**src/rtl/mux2x1_pkg.sv**
```systemverilog
// ---------------------------------------------------------------------------
// mux2x1_pkg
//   Shared constants for the mux2x1_reg leaf select element.
//   - DEF_WIDTH / DEF_CNT_W : default data width and toggle-counter width
//   - SEL_D0 / SEL_D1       : select encoding (s=0 picks d0, s=1 picks d1)
//   Optional build macro used by the top: MUX2X1_PARITY_EN
// ---------------------------------------------------------------------------
package mux2x1_pkg;

    localparam int DEF_WIDTH = 1;
    localparam int DEF_CNT_W = 8;

    localparam logic SEL_D0 = 1'b0;
    localparam logic SEL_D1 = 1'b1;

endpackage : mux2x1_pkg

```
**src/rtl/mux2x1_comb.sv**
```systemverilog
// ---------------------------------------------------------------------------
// mux2x1_comb
//   Pure combinational WIDTH-wide 2:1 select, y = s ? d1 : d0.
//   Ports:
//     d0  in  [WIDTH-1:0]  data picked when s == SEL_D0
//     d1  in  [WIDTH-1:0]  data picked when s == SEL_D1
//     s   in  1            select
//     y   out [WIDTH-1:0]  selected data
// ---------------------------------------------------------------------------
module mux2x1_comb
    import mux2x1_pkg::*;
#(
    parameter int WIDTH = DEF_WIDTH
) (
    input  logic [WIDTH-1:0] d0,
    input  logic [WIDTH-1:0] d1,
    input  logic             s,
    output logic [WIDTH-1:0] y
);

    // Plain conditional operator: an X/Z select merges d0/d1 bitwise,
    // which is the expected simulation behaviour for a leaf mux.
    assign y = (s == SEL_D1) ? d1 : d0;

endmodule : mux2x1_comb

```
**src/rtl/mux2x1_reg.sv**
```systemverilog
// ---------------------------------------------------------------------------
// mux2x1_reg
//   2:1 data mux with a combinational output, a registered output with a
//   valid qualifier, and a saturating count of accepted select changes.
//   Optional build macro: MUX2X1_PARITY_EN (adds registered parity y_par).
//
//   Ports:
//     clk        in   1        rising-edge clock
//     rst        in   1        synchronous active-high reset
//     d0         in   WIDTH    data selected when s=0
//     d1         in   WIDTH    data selected when s=1
//     s          in   1        select
//     in_valid   in   1        qualifies d0/d1/s for registration
//     y          out  WIDTH    combinational mux output
//     y_q        out  WIDTH    registered mux output (1-cycle latency)
//     out_valid  out  1        y_q was captured on the previous valid cycle
//     sel_q      out  1        last captured select value
//     tog_cnt    out  CNT_W    saturating count of accepted select changes
//     y_par      out  1        (MUX2X1_PARITY_EN only) XOR reduction of y_q
// ---------------------------------------------------------------------------
module mux2x1_reg
    import mux2x1_pkg::*;
#(
    parameter int WIDTH = DEF_WIDTH,
    parameter int CNT_W = DEF_CNT_W
) (
    input  logic             clk,
    input  logic             rst,
    input  logic [WIDTH-1:0] d0,
    input  logic [WIDTH-1:0] d1,
    input  logic             s,
    input  logic             in_valid,
    output logic [WIDTH-1:0] y,
    output logic [WIDTH-1:0] y_q,
    output logic             out_valid,
    output logic             sel_q,
`ifdef MUX2X1_PARITY_EN
    output logic [CNT_W-1:0] tog_cnt,
    output logic             y_par
`else
    output logic [CNT_W-1:0] tog_cnt
`endif
);

    localparam logic [CNT_W-1:0] CNT_MAX = '1;

    logic [WIDTH-1:0] y_sel;
    logic             sel_chg;

    // Single mux instance; the register path captures its output so y and
    // y_q can never disagree on the selection rule.
    mux2x1_comb #(.WIDTH(WIDTH)) u_comb (
        .d0 (d0),
        .d1 (d1),
        .s  (s),
        .y  (y_sel)
    );

    assign y = y_sel;

    // A change only counts against a previously captured select; out_valid
    // gates the first sample after reset or after an idle gap where sel_q
    // is the reset value or stale.
    assign sel_chg = out_valid && (s != sel_q);

    always_ff @(posedge clk) begin
        if (rst) begin
            y_q       <= '0;
            out_valid <= 1'b0;
            sel_q     <= SEL_D0;
            tog_cnt   <= '0;
        end else if (in_valid) begin
            y_q       <= y_sel;
            out_valid <= 1'b1;
            sel_q     <= s;
            if (sel_chg && (tog_cnt != CNT_MAX))
                tog_cnt <= tog_cnt + CNT_W'(1);
        end else begin
            out_valid <= 1'b0;
        end
    end

`ifdef MUX2X1_PARITY_EN
    // Parity of the value being captured, so y_par always matches y_q.
    always_ff @(posedge clk) begin
        if (rst)
            y_par <= 1'b0;
        else if (in_valid)
            y_par <= ^y_sel;
    end
`endif

endmodule : mux2x1_reg

```
**config.mk**
```make
export PLATFORM = sky130hd
export DESIGN_NAME = mux2x1_reg
export DESIGN_NICKNAME = d
export VERILOG_FILES = /design/src/rtl/mux2x1_pkg.sv /design/src/rtl/mux2x1_comb.sv /design/src/rtl/mux2x1_reg.sv
export SDC_FILE = /design/constraint.sdc
export NUM_CORES = 1
export LEC_CHECK = 0
export BUFFER_PORTS_ARGS = -buffer_cell sky130_fd_sc_hd__buf_2
export CAP_MARGIN = 40
export CORE_AREA = 5 5 42 44
export DETAILED_ROUTE_END_ITERATION = 6
export DIE_AREA = 0 0 47 49
export SLEW_MARGIN = 40
export SYNTH_ARGS = -nofsm -noshare
export SYNTH_HDL_FRONTEND = slang
export SYNTH_HIERARCHICAL = 1
export SYNTH_SLANG_ARGS = --single-unit
```
**constraint.sdc**
```tcl
create_clock -name clk -period 4.5 [get_ports clk]
set_input_delay 0.45 -clock clk [delete_from_list [all_inputs] [get_ports clk]]
set_output_delay 0.45 -clock clk [all_outputs]
set_load 0.03 [all_outputs]
```
Word level (Yosys, flattened, before mapping)
Cells that the tools add are included.
{"block": "classes", "add_sub_neg": 1, "n_reduce_logical": 3, "eq_ne": 2, "mux": 2}
{"cell": "$add 8x1->8 const B", "count": 1}
{"cell": "$ne 8x8->1 const B", "count": 1}
{"cell": "$logic_and 1x1->1", "count": 2}
{"cell": "$mux 1", "count": 2}
{"cell": "$reduce_and 2->1", "count": 1}
{"cell": "$ne 1x1->1", "count": 1}
{"block": "word_totals", "reg_bits": 11, "wordCells": 12, "in_bits": 6}

Longest topological paths before layout
Gate-level depths: netlist of run 1.
{"block": "logic_depth", "depth_word": 4, "mapped_depth": 6}

Hierarchy
The synthesis of run 1 kept the hierarchy.
{"module": "mux2x1_reg", "n_inst": 1, "cells_per_inst": 52, "area_per_inst_um2": 481.7, "seq_area_each_um2": 220.2}
{"module": "mux2x1_comb", "n_inst": 1, "cells_per_inst": 1, "area_per_inst_um2": 15.0, "seq_area_each_um2": 0.0}

Worst setup path after synthesis of run 1
Ideal clock, no wire load.
{"block": "synth_path", "path_kind": "flip-flop to flip-flop", "from": "register tog_cnt[0]", "to": "register tog_cnt[1]", "path_stages_with_launch": 7, "t_required_ns": 4.372, "arrival_time_ns": 1.473, "slack_ns": 2.900, "setup_time_ns": 0.128, "path_cell_list": "dfxtp_1 > ha_1 > nand3_1 > o211ai_2 > buf_6 > mux2i_1 > nor2_1"}
{"block": "synth_via", "elab_chain_len": 3}
{"element": "from (decl)", "line": "mux2x1_reg.sv:41", "source": "output logic [CNT_W-1:0] tog_cnt"}
{"element": "from (signal assigned)", "line": "mux2x1_reg.sv:77", "source": "tog_cnt <= tog_cnt + CNT_W'(1);"}
{"element": "parallel branches: the longest is 3 deep, another holds $add 8x1->8"}
Several ways; the timed one is not identified.
A chain may end at the register's enable or synchronous reset.

Worst setup path after layout of run 1
{"block": "layout_path", "from": "register tog_cnt[0]", "to": "register tog_cnt[7]"}
The elaborated chain is that of the path after synthesis.

==> metrics.yaml, run 1 <==
yosys_warnings: 6
row_count: 14
drv_cap: 0
hold_class: "in2reg"
slew_headroom_pct: 64.9
synth-seq-cells: 11
final_cell_mix: "buf_2, dfxtp_1, a21oi_1, nand3_1, nor2_1"
antenna_cells: 0
finalPower_w: 0.000187
final_net_count: 80
drive_gt1_share_pct: 31.9
clk_pin_slew_worst_paths_ns: 0.07
dpl_worst_slack_ns: 2.77
crit_start: "tog_cnt[0]"
dieWidth_um: 47
worst-slew-pin-transition_ns: 0.525
netlist.top_cell.by_area: "dfxtp_1"
cp.required_ns: 4.70
clk_latency_ns: 0.27
synth.top_cell.area_share_pct: 44.3
antenna_left: 0
synth_area_leaders: "dfxtp_1, a21oi_1, mux2i_1, o31ai_1, or4_1"
setup_ws_ns: 2.82
routed_wl_um: 1030
final-setup-viol-count: 0
synth_cells: 53
skew_ns: 0.00554
critPathTopFamily: "simple AND/OR/NAND/NOR gates"
synth.avg_cell_area_um2: 9.37
fin_tns_setup_ns: 0
grt_pass1_wl_um: 1800
irDropWorstVdd_mv: 0.166
crit_path_cell_trace: "ha_1 > nand3_1 > o211ai_2 > or4_1 > a21oi_1"
die_area_um2: 2300
rsz0062_at_grt: "false"
cts.sinks: 11
die_h_um: 49
leakage_nw: 0.272
netlist_area_um2: 497
slew_violations: 0
cts_tree: "built"
status: "completed"
synthesis.nets: 60
path_buf_inv: 0
cts_hold_buf: 0
endpoint_kind: "flip-flop"
cts_buffer_depth: 2
final_common_cell: "buf_2"
ys_seq_area_share_pct: 44.3
cts_resized: 0
arrival_ns: 1.88
nFillCells: 157
grt_pass1_vias: 444
area_growth_pct: 23.7
cp-start-kind: "flip-flop"
p_per_area_nw_per_um2: 304
gp_congestion: 0.698
reg2reg_slack_ns: 2.82
timing.rr.end: "tog_cnt[7]"
criticalPathCategory: "reg2reg"
num_vias: 451
dr.pass1.iters: 3
ff2ff_path_depth: 5
h-tree-depth: 1
cp.depth: 5
drtIter0Drc: 11
fmax_mhz: 597
fp.coreArea_um2: 1400
overflow: 0
cp-endpoint: "tog_cnt[7]"
min_period_ns: 1.68
fin_crit_sh_pct: 37.2
cts_inserted_buffers: 3
viasPerCell: 5.13
detail_route.wl_per_cell_um: 11.7
cts_root_buffer: "clkbuf_4"
hold_viol_final: 0
cp_slowest_stage_delay_ns: 0.54
cp_slowest_cell: "or4_1"
io_pins: 18
path_max_fanout: 14
yosysUniqueCellTypes: 20
reg2reg_from: "tog_cnt[0]"
drc: 0
grt_max_degree: 15
grt_usage_pct: 10.8
initial_core_util_pct: 35.4
io_buffer_count: 17
antenna_found_initial: 0
post_cts_buffers: 0
## routing by layer
metal  track usage, %  wire [um]  vias to the layer above
li1                 -          -                      235
met1             13.5        457                      201
met2             14.7        483                       15
met3             5.17         92                        0
met4             5.99          0                        0
met5                0          0                        -
## stage by stage
stage | hold slack (ns) | std cells | instance area, um^2 | util, %
final | 0.465 | 88 | 614 | 43.8
after CTS | 0.459 | 88 | 614 | 43.8
after floorplan | 0.522 | 53 | 497 | -
after global routing | 0.477 | 88 | 614 | 43.8
after detailed placement | 0.486 | 84 | 587 | 41.9
after global placement | 0.475 | 84 | 587 | 41.9
## cell type report
cell class | instances | area (um^2) | area share (%)
multi-input cells | 39 | 258 | 42.0
well taps | 16 | 20.0 | 3.26
inverters | 1 | 3.75 | 0.611
flip-flops and latches | 11 | 220 | 35.8
clock inverters | 1 | 5.00 | 0.815
repair buffers | 17 | 85.1 | 13.8
clock buffers | 3 | 22.5 | 3.67
## flip-flops by register name, summed over array words and instances (netlist names)
signal     cells
out_valid      1
y_q            1
sel_q          1
tog_cnt        8
## synthesized netlist by cell type
master	n
mux2i_1	3
o21ai_0	3
nor2b_1	1
or4_1	3
clkbuf_1	1
o31ai_1	3
nand4_1	1
or3_1	3
buf_6	1
mux2_4	1
xor2_1	2
dfxtp_1	11
nor2_1	4
inv_1	1
and2_1	1
nand3_1	4
ha_1	1
a21oi_1	6
nand2_1	2
o211ai_2	1
## cells by family after synthesis
family,count (synthesis),share of synthesized area [%]
flops,11,44.3
fa+ha+maj,1,2.52
buf+inv,3,3.78
mux,4,9.07
simple gates,19,20.7
xor+xnor,2,3.53
compound gates,13,16.1
## report_power, final
part	switching, W	total (W)	internal [W]
clock	0.0000336	0.0000664	0.0000329
sequential	0.00000142	0.000101	0.0000993
combinational	0.0000122	0.0000194	0.00000717
## worst min-delay path by stage
stage | endpoint | from | depth (start not counted)
2_1_floorplan | out_valid | rst | 1
3_3_place_gp | y_q | y_q | 2
3_5_place_dp | y_q | y_q | 2
4_1_cts | out_valid | in_valid | 2
5_1_grt | out_valid | in_valid | 2
6_report | out_valid | in_valid | 2
(Power assumes the default switching activity.)
==> inputs of run 2 (changes only) <==
clock period = 1.7 ns   (was 4.5 ns; I/O delays follow)
==> metrics.yaml, run 2 (synthesized netlist as in run 1, its figures left out) <==
placedInstanceArea_um2: 587  # unchanged
timing.rr.end: "tog_cnt[5]"  # was tog_cnt[7]
final_cell_mix: "buf_2, dfxtp_1, a21oi_1, nand3_1, nor2_1"  # unchanged
final-setup-viol-count: 0  # unchanged
cts_inserted_buffers: 3  # unchanged
crit_path_cell_trace: "ha_1 > nand3_1 > o211ai_4 > or4_1 > a21oi_1"  # was ha_1 > nand3_1 > o211ai_2 > or4_1 > a21oi_1
seq_area_um2: 220  # unchanged
hold_depth: 2  # unchanged
dr.pass1.iters: 4  # was 3
num_vias: 450  # was 451
routed_wl_um: 1010  # was 1030 um
post-route-cell-area_um2: 622  # was 614 um^2
fmax_mhz: 628  # was 597 MHz
min_period_ns: 1.59  # was 1.68 ns
dp_cells: 84  # unchanged
io_buffer_count: 17  # unchanged
drv_cap: 0  # unchanged
finalPower_w: 0.000500  # was 0.000187 W
viasPerCell: 5.11  # was 5.13
final_common_cell: "buf_2"  # unchanged
die_h_um: 49  # unchanged
cts_hold_buf: 0  # unchanged
io_pins: 18  # unchanged
hold_viol_final: 0  # unchanged
detail_route.wl_per_cell_um: 11.5  # was 11.7 um
ff2ff_path_depth: 5  # unchanged
cp_slowest_stage_delay_ns: 0.49  # was 0.54 ns
regMostFlops: "tog_cnt"  # unchanged
dieWidth_um: 47  # unchanged
fin_tns_setup_ns: 0  # unchanged
slew_violations: 0  # unchanged
antenna_left: 0  # unchanged
hold_path_end: "out_valid"  # unchanged
clk_latency_ns: 0.27  # about the same
die_area_um2: 2300  # unchanged
reg2reg_from: "tog_cnt[0]"  # unchanged
cp.required_ns: 1.90  # was 4.70 ns
cts_buffer_depth: 2  # unchanged
row_count: 14  # unchanged
grt_pass1_vias: 403  # was 444
intPower_w: 0.000373  # was 0.000139 W
grt_pass1_wl_um: 1740  # was 1800 um
h-tree-depth: 1  # unchanged
final_net_count: 80  # unchanged
slew_headroom_pct: 75.7  # was 64.9%
endpoint_kind: "flip-flop"  # unchanged
path_max_fanout: 14  # unchanged
antenna_found_initial: 0  # unchanged
path_buf_inv: 0  # unchanged
cp_slowest_cell: "or4_1"  # unchanged
cp-start-kind: "flip-flop"  # unchanged
fin_cells: 88  # unchanged
power.switching_w: 0.000127  # was 0.0000472 W
criticalPathCategory: "reg2reg"  # unchanged
grt_max_degree: 15  # unchanged
fp.coreArea_um2: 1400  # unchanged
skew_ns: 0.00197  # was 0.00554 ns
hold_class: "in2reg"  # unchanged
gp_congestion: 0.712  # was 0.698
arrival_ns: 1.79  # was 1.88 ns
cts.sinks: 11  # unchanged
post_cts_buffers: 0  # unchanged
antenna_cells: 0  # unchanged
nFillCells: 151  # was 157
clk_pin_slew_worst_paths_ns: 0.07  # about the same
drive_gt1_share_pct: 30.6  # was 31.9%
crit_start: "tog_cnt[0]"  # unchanged
cts_root_buffer: "clkbuf_4"  # unchanged
grt_usage_pct: 10.2  # was 10.8%
multiInputGateArea_um2: 267  # was 258 um^2
holdCritStartpoint: "in_valid"  # unchanged
initial_core_util_pct: 35.4  # unchanged
p_per_area_nw_per_um2: 804  # was 304 nW/um^2
irDropWorstVdd_mv: 0.326  # was 0.166 mV
pwr-share-clk_pct: 36.1  # was 35.6%
area_growth_pct: 25.2  # was 23.7%
comb_power_share_pct: 10.6  # was 10.4%
reg2reg_slack_ns: 0.11  # was 2.82 ns
netSwitchingFraction_pct: 25.4  # was 25.3%
drtIter0Drc: 10  # was 11
rsz0062_at_grt: "false"  # unchanged
largest_reg_flops: 8  # unchanged
overflow: 0  # unchanged
worst-slew-pin-transition_ns: 0.363  # was 0.525 ns
hold_slack_ns: 0.178  # was 0.465 ns
seqPwrFrac_pct: 53.3  # was 54.0%
status: "completed"  # unchanged
fin_crit_sh_pct: 93.6  # was 37.2%
critPathTopFamily: "simple AND/OR/NAND/NOR gates"  # unchanged
drc: 0  # unchanged
cts_tree: "built"  # unchanged
leakage_nw: 0.281  # was 0.272 nW
[run 2: cell types whose count changed in the layout (fill, tap and decap cells not counted), sizes merged]
cell and delta:
clkbuf +1, clkinv -1
[run 2: what timing repair did]
action,4_1_cts,5_1_grt
hold endpoints to repair,0,0
resized for setup,0,1
setup endpoints to repair,0,4
[run 2: cell type report]
class	instances	area share, %
multi-input cells	39	42.9
flip-flops and latches	11	35.4
repair buffers	17	13.7
clock buffers	4	4.23
well taps	16	3.22
inverters	1	0.604
[run 2: worst max-delay path by stage]
stage | slack, ns | endpoint | depth (start not counted)
after floorplan | 0.1 | tog_cnt[1] | 6
after global placement | 0.09 | tog_cnt[7] | 5
after detailed placement | 0.06 | tog_cnt[5] | 5
after CTS | 0.03 | tog_cnt[5] | 5
after global routing | 0.009 | tog_cnt[7] | 5
final | 0.11 | tog_cnt[5] | 5
[run 2: through the flow]
step | util (%) | setup WS (ns)
floorplan | - | 0.0997
global placement | 41.9 | 0.0928
detailed placement | 41.9 | 0.0562
CTS | 43.8 | 0.0313
global route | 44.4 | 0.00927
finish | 44.4 | 0.109
[run 2: worst register-to-register path: cells and delay by family, from the launching register on]
kind	cells	cell delay, ns
flops	1	0.34
compound gates	2	0.31
fa+ha+maj	1	0.25
simple gates	2	0.62
[run 2: power by group through the flow]
stage               combinational [W]  clock [W]  sequential [W]
floorplan                   0.0000249          0        0.000283
global placement            0.0000516          0        0.000272
detailed placement          0.0000518          0        0.000273
CTS                         0.0000520   0.000190        0.000266
global route                0.0000577   0.000199        0.000267
finish                      0.0000531   0.000181        0.000266
[run 2: routing by layer]
| metal | vias to the layer above | wire length [um] | global-route usage (%) |
|---|---|---|---|
| met2 | 19 | 438 | 13.1 |
| met4 | 0 | 0 | 4.61 |
| met1 | 194 | 469 | 13.5 |
| li1 | 237 | - | - |
| met3 | 0 | 100 | 5.54 |
| met5 | - | 0 | 0 |
==> inputs of run 3 (changes only) <==
SETUP_SLACK_MARGIN = 0.4   (was not set)
==> metrics.yaml, run 3 (synthesized netlist as in run 1, its figures left out) <==
final_cell_mix: "buf_2, buf_4, dfxtp_4, a21oi_1"  # was buf_2, dfxtp_1, a21oi_1, nand3_1, nor2_1
endpoint_kind: "flip-flop"  # unchanged
cts.sinks: 11  # unchanged
cts_buffer_depth: 2  # unchanged
power.switching_w: 0.000136  # was 0.000127 W
skew_ns: 0.0105  # was 0.00197 ns
grt_pass1_wl_um: 2260  # was 1740 um
clk_pin_slew_worst_paths_ns: 0.08  # was 0.07 ns
fmax_mhz: 700  # was 628 MHz
fin_tns_setup_ns: 0  # unchanged
fin_crit_sh_pct: 84.0  # was 93.6%
netSwitchingFraction_pct: 26.6  # was 25.4%
final-setup-viol-count: 0  # unchanged
path_max_fanout: 7  # was 14
h-tree-depth: 1  # unchanged
dr.pass1.iters: 6  # was 4
hold_viol_final: 0  # unchanged
row_count: 14  # unchanged
antenna_found_initial: 0  # unchanged
area_growth_pct: 59.9  # was 25.2%
routed_wl_um: 1350  # was 1010 um
num_vias: 527  # was 450
io_buffer_count: 17  # unchanged
crit_start: "tog_cnt[0]"  # unchanged
grt_max_degree: 12  # was 15
nFillCells: 127  # was 151
hold_class: "in2reg"  # unchanged
final_net_count: 89  # was 80
arrival_ns: 1.62  # was 1.79 ns
cts_inserted_buffers: 3  # unchanged
dp_hpwl_um: 823
cp.required_ns: 1.89  # was 1.90 ns
die_h_um: 49  # unchanged
initial_core_util_pct: 35.4  # unchanged
drc: 0  # unchanged
drive_gt1_share_pct: 58.0  # was 30.6%
regMostFlops: "tog_cnt"  # unchanged
overflow: 0  # unchanged
p_per_area_nw_per_um2: 642  # was 804 nW/um^2
status: "completed"  # unchanged
fp.coreArea_um2: 1400  # unchanged
reg2reg_from: "tog_cnt[0]"  # unchanged
dp_cells: 84  # unchanged
fin_cells: 97  # was 88
min_period_ns: 1.43  # was 1.59 ns
intPower_w: 0.000375  # was 0.000373 W
die_area_um2: 2300  # unchanged
grt_usage_pct: 13.1  # was 10.2%
slew_violations: 0  # unchanged
irDropWorstVdd_mv: 0.466  # was 0.326 mV
dieWidth_um: 47  # unchanged
gp_congestion: 0.702  # was 0.712
leakage_nw: 0.349  # was 0.281 nW
io_pins: 18  # unchanged
cts_tree: "built"  # unchanged
cts_root_buffer: "clkbuf_4"  # unchanged
drv_cap: 0  # unchanged
detail_route.wl_per_cell_um: 13.9  # was 11.5 um
seqPwrFrac_pct: 51.1  # was 53.3%
antenna_cells: 0  # unchanged
worst-slew-pin-transition_ns: 0.281  # was 0.363 ns
viasPerCell: 5.43  # was 5.11
rsz0062_at_grt: "true"  # was false
pwr-share-clk_pct: 35.4  # was 36.1%
clk_latency_ns: 0.27  # about the same
cp-start-kind: "flip-flop"  # unchanged
antenna_left: 0  # unchanged
slew_headroom_pct: 81.1  # was 75.7%
holdCritStartpoint: "in_valid"  # unchanged
grt_pass1_vias: 520  # was 403
largest_reg_flops: 8  # unchanged
drtIter0Drc: 11  # was 10
final_common_cell: "buf_2"  # unchanged
criticalPathCategory: "reg2reg"  # unchanged
comb_power_share_pct: 13.5  # was 10.6%
[run 3: cell types whose count changed in the layout (fill, tap and decap cells not counted), moves of 2 or more]
| cell | previous run | this run |
|---|---|---|
| dfxtp_2 | 0 | 4 |
| buf_6 | 0 | 2 |
| nand3_1 | 4 | 2 |
| buf_4 | 0 | 6 |
| dfxtp_4 | 0 | 6 |
| dfxtp_1 | 11 | 1 |
[run 3: timing repair]
item | CTS | global route
pin swaps | 5 | 6
resized for setup | 5 | 10
hold buffers | 0 | 0
setup endpoints to repair | 8 | 8
setup buffers | 7 | 1
cloned | 1 | 0
[run 3: power by group through the flow]
stage / clock (W) / combinational, W / sequential [W]
after floorplan: 0 / 0.0000251 / 0.000282
after global placement: 0 / 0.0000521 / 0.000271
after detailed placement: 0 / 0.0000530 / 0.000271
after CTS: 0.000186 / 0.0000685 / 0.000266
after global routing: 0.000205 / 0.0000747 / 0.000261
final: 0.000181 / 0.0000691 / 0.000261
[run 3: path summary, 6_finish.rpt]
kind                      to  slack, ns  cells past startpoint
setup / recovery  tog_cnt[5]       0.27                      5
hold / removal     out_valid       0.19                      2
setup reg to reg  tog_cnt[5]       0.27                      5
hold reg to reg          y_q       0.50                      2
[run 3: final cells by class]
cell class / count / area (um^2) / share of cell area, %
sequential: 11 / 248 / 31.2
inverter: 1 / 3.75 / 0.472
clock buffer: 4 / 26.3 / 3.31
tap: 16 / 20.0 / 2.52
timing repair buffer: 25 / 153 / 19.2
multi-input combinational: 40 / 344 / 43.3
[run 3: through the flow]
stage	instance area (um^2)	total power (W)	util, %	hold slack [ns]	setup WS (ns)
detailed placement	622	0.000324	44.4	0.462	0.150
global route	795	0.000541	56.7	0.198	0.230
floorplan	532	0.000307	-	0.234	0.317
global placement	622	0.000323	44.4	0.456	0.187
CTS	757	0.000520	54.0	0.184	0.290
finish	795	0.000510	56.7	0.190	0.272
[run 3: routing by layer]
layer,up-vias,part of all wire [%],global-route usage [%]
met5,-,0,0
met4,0,0.44,4.15
met3,2,7.9,2.21
met2,23,53,21.5
met1,248,38,16.9
li1,254,-,-
[run 3: worst max-delay path: stages (launching register included)]
cell and delay [ns]:
dfxtp_4 0.36, ha_4 0.17, nand3_4 0.10, o211ai_4 0.11, or4_4 0.50, a21oi_2 0.11
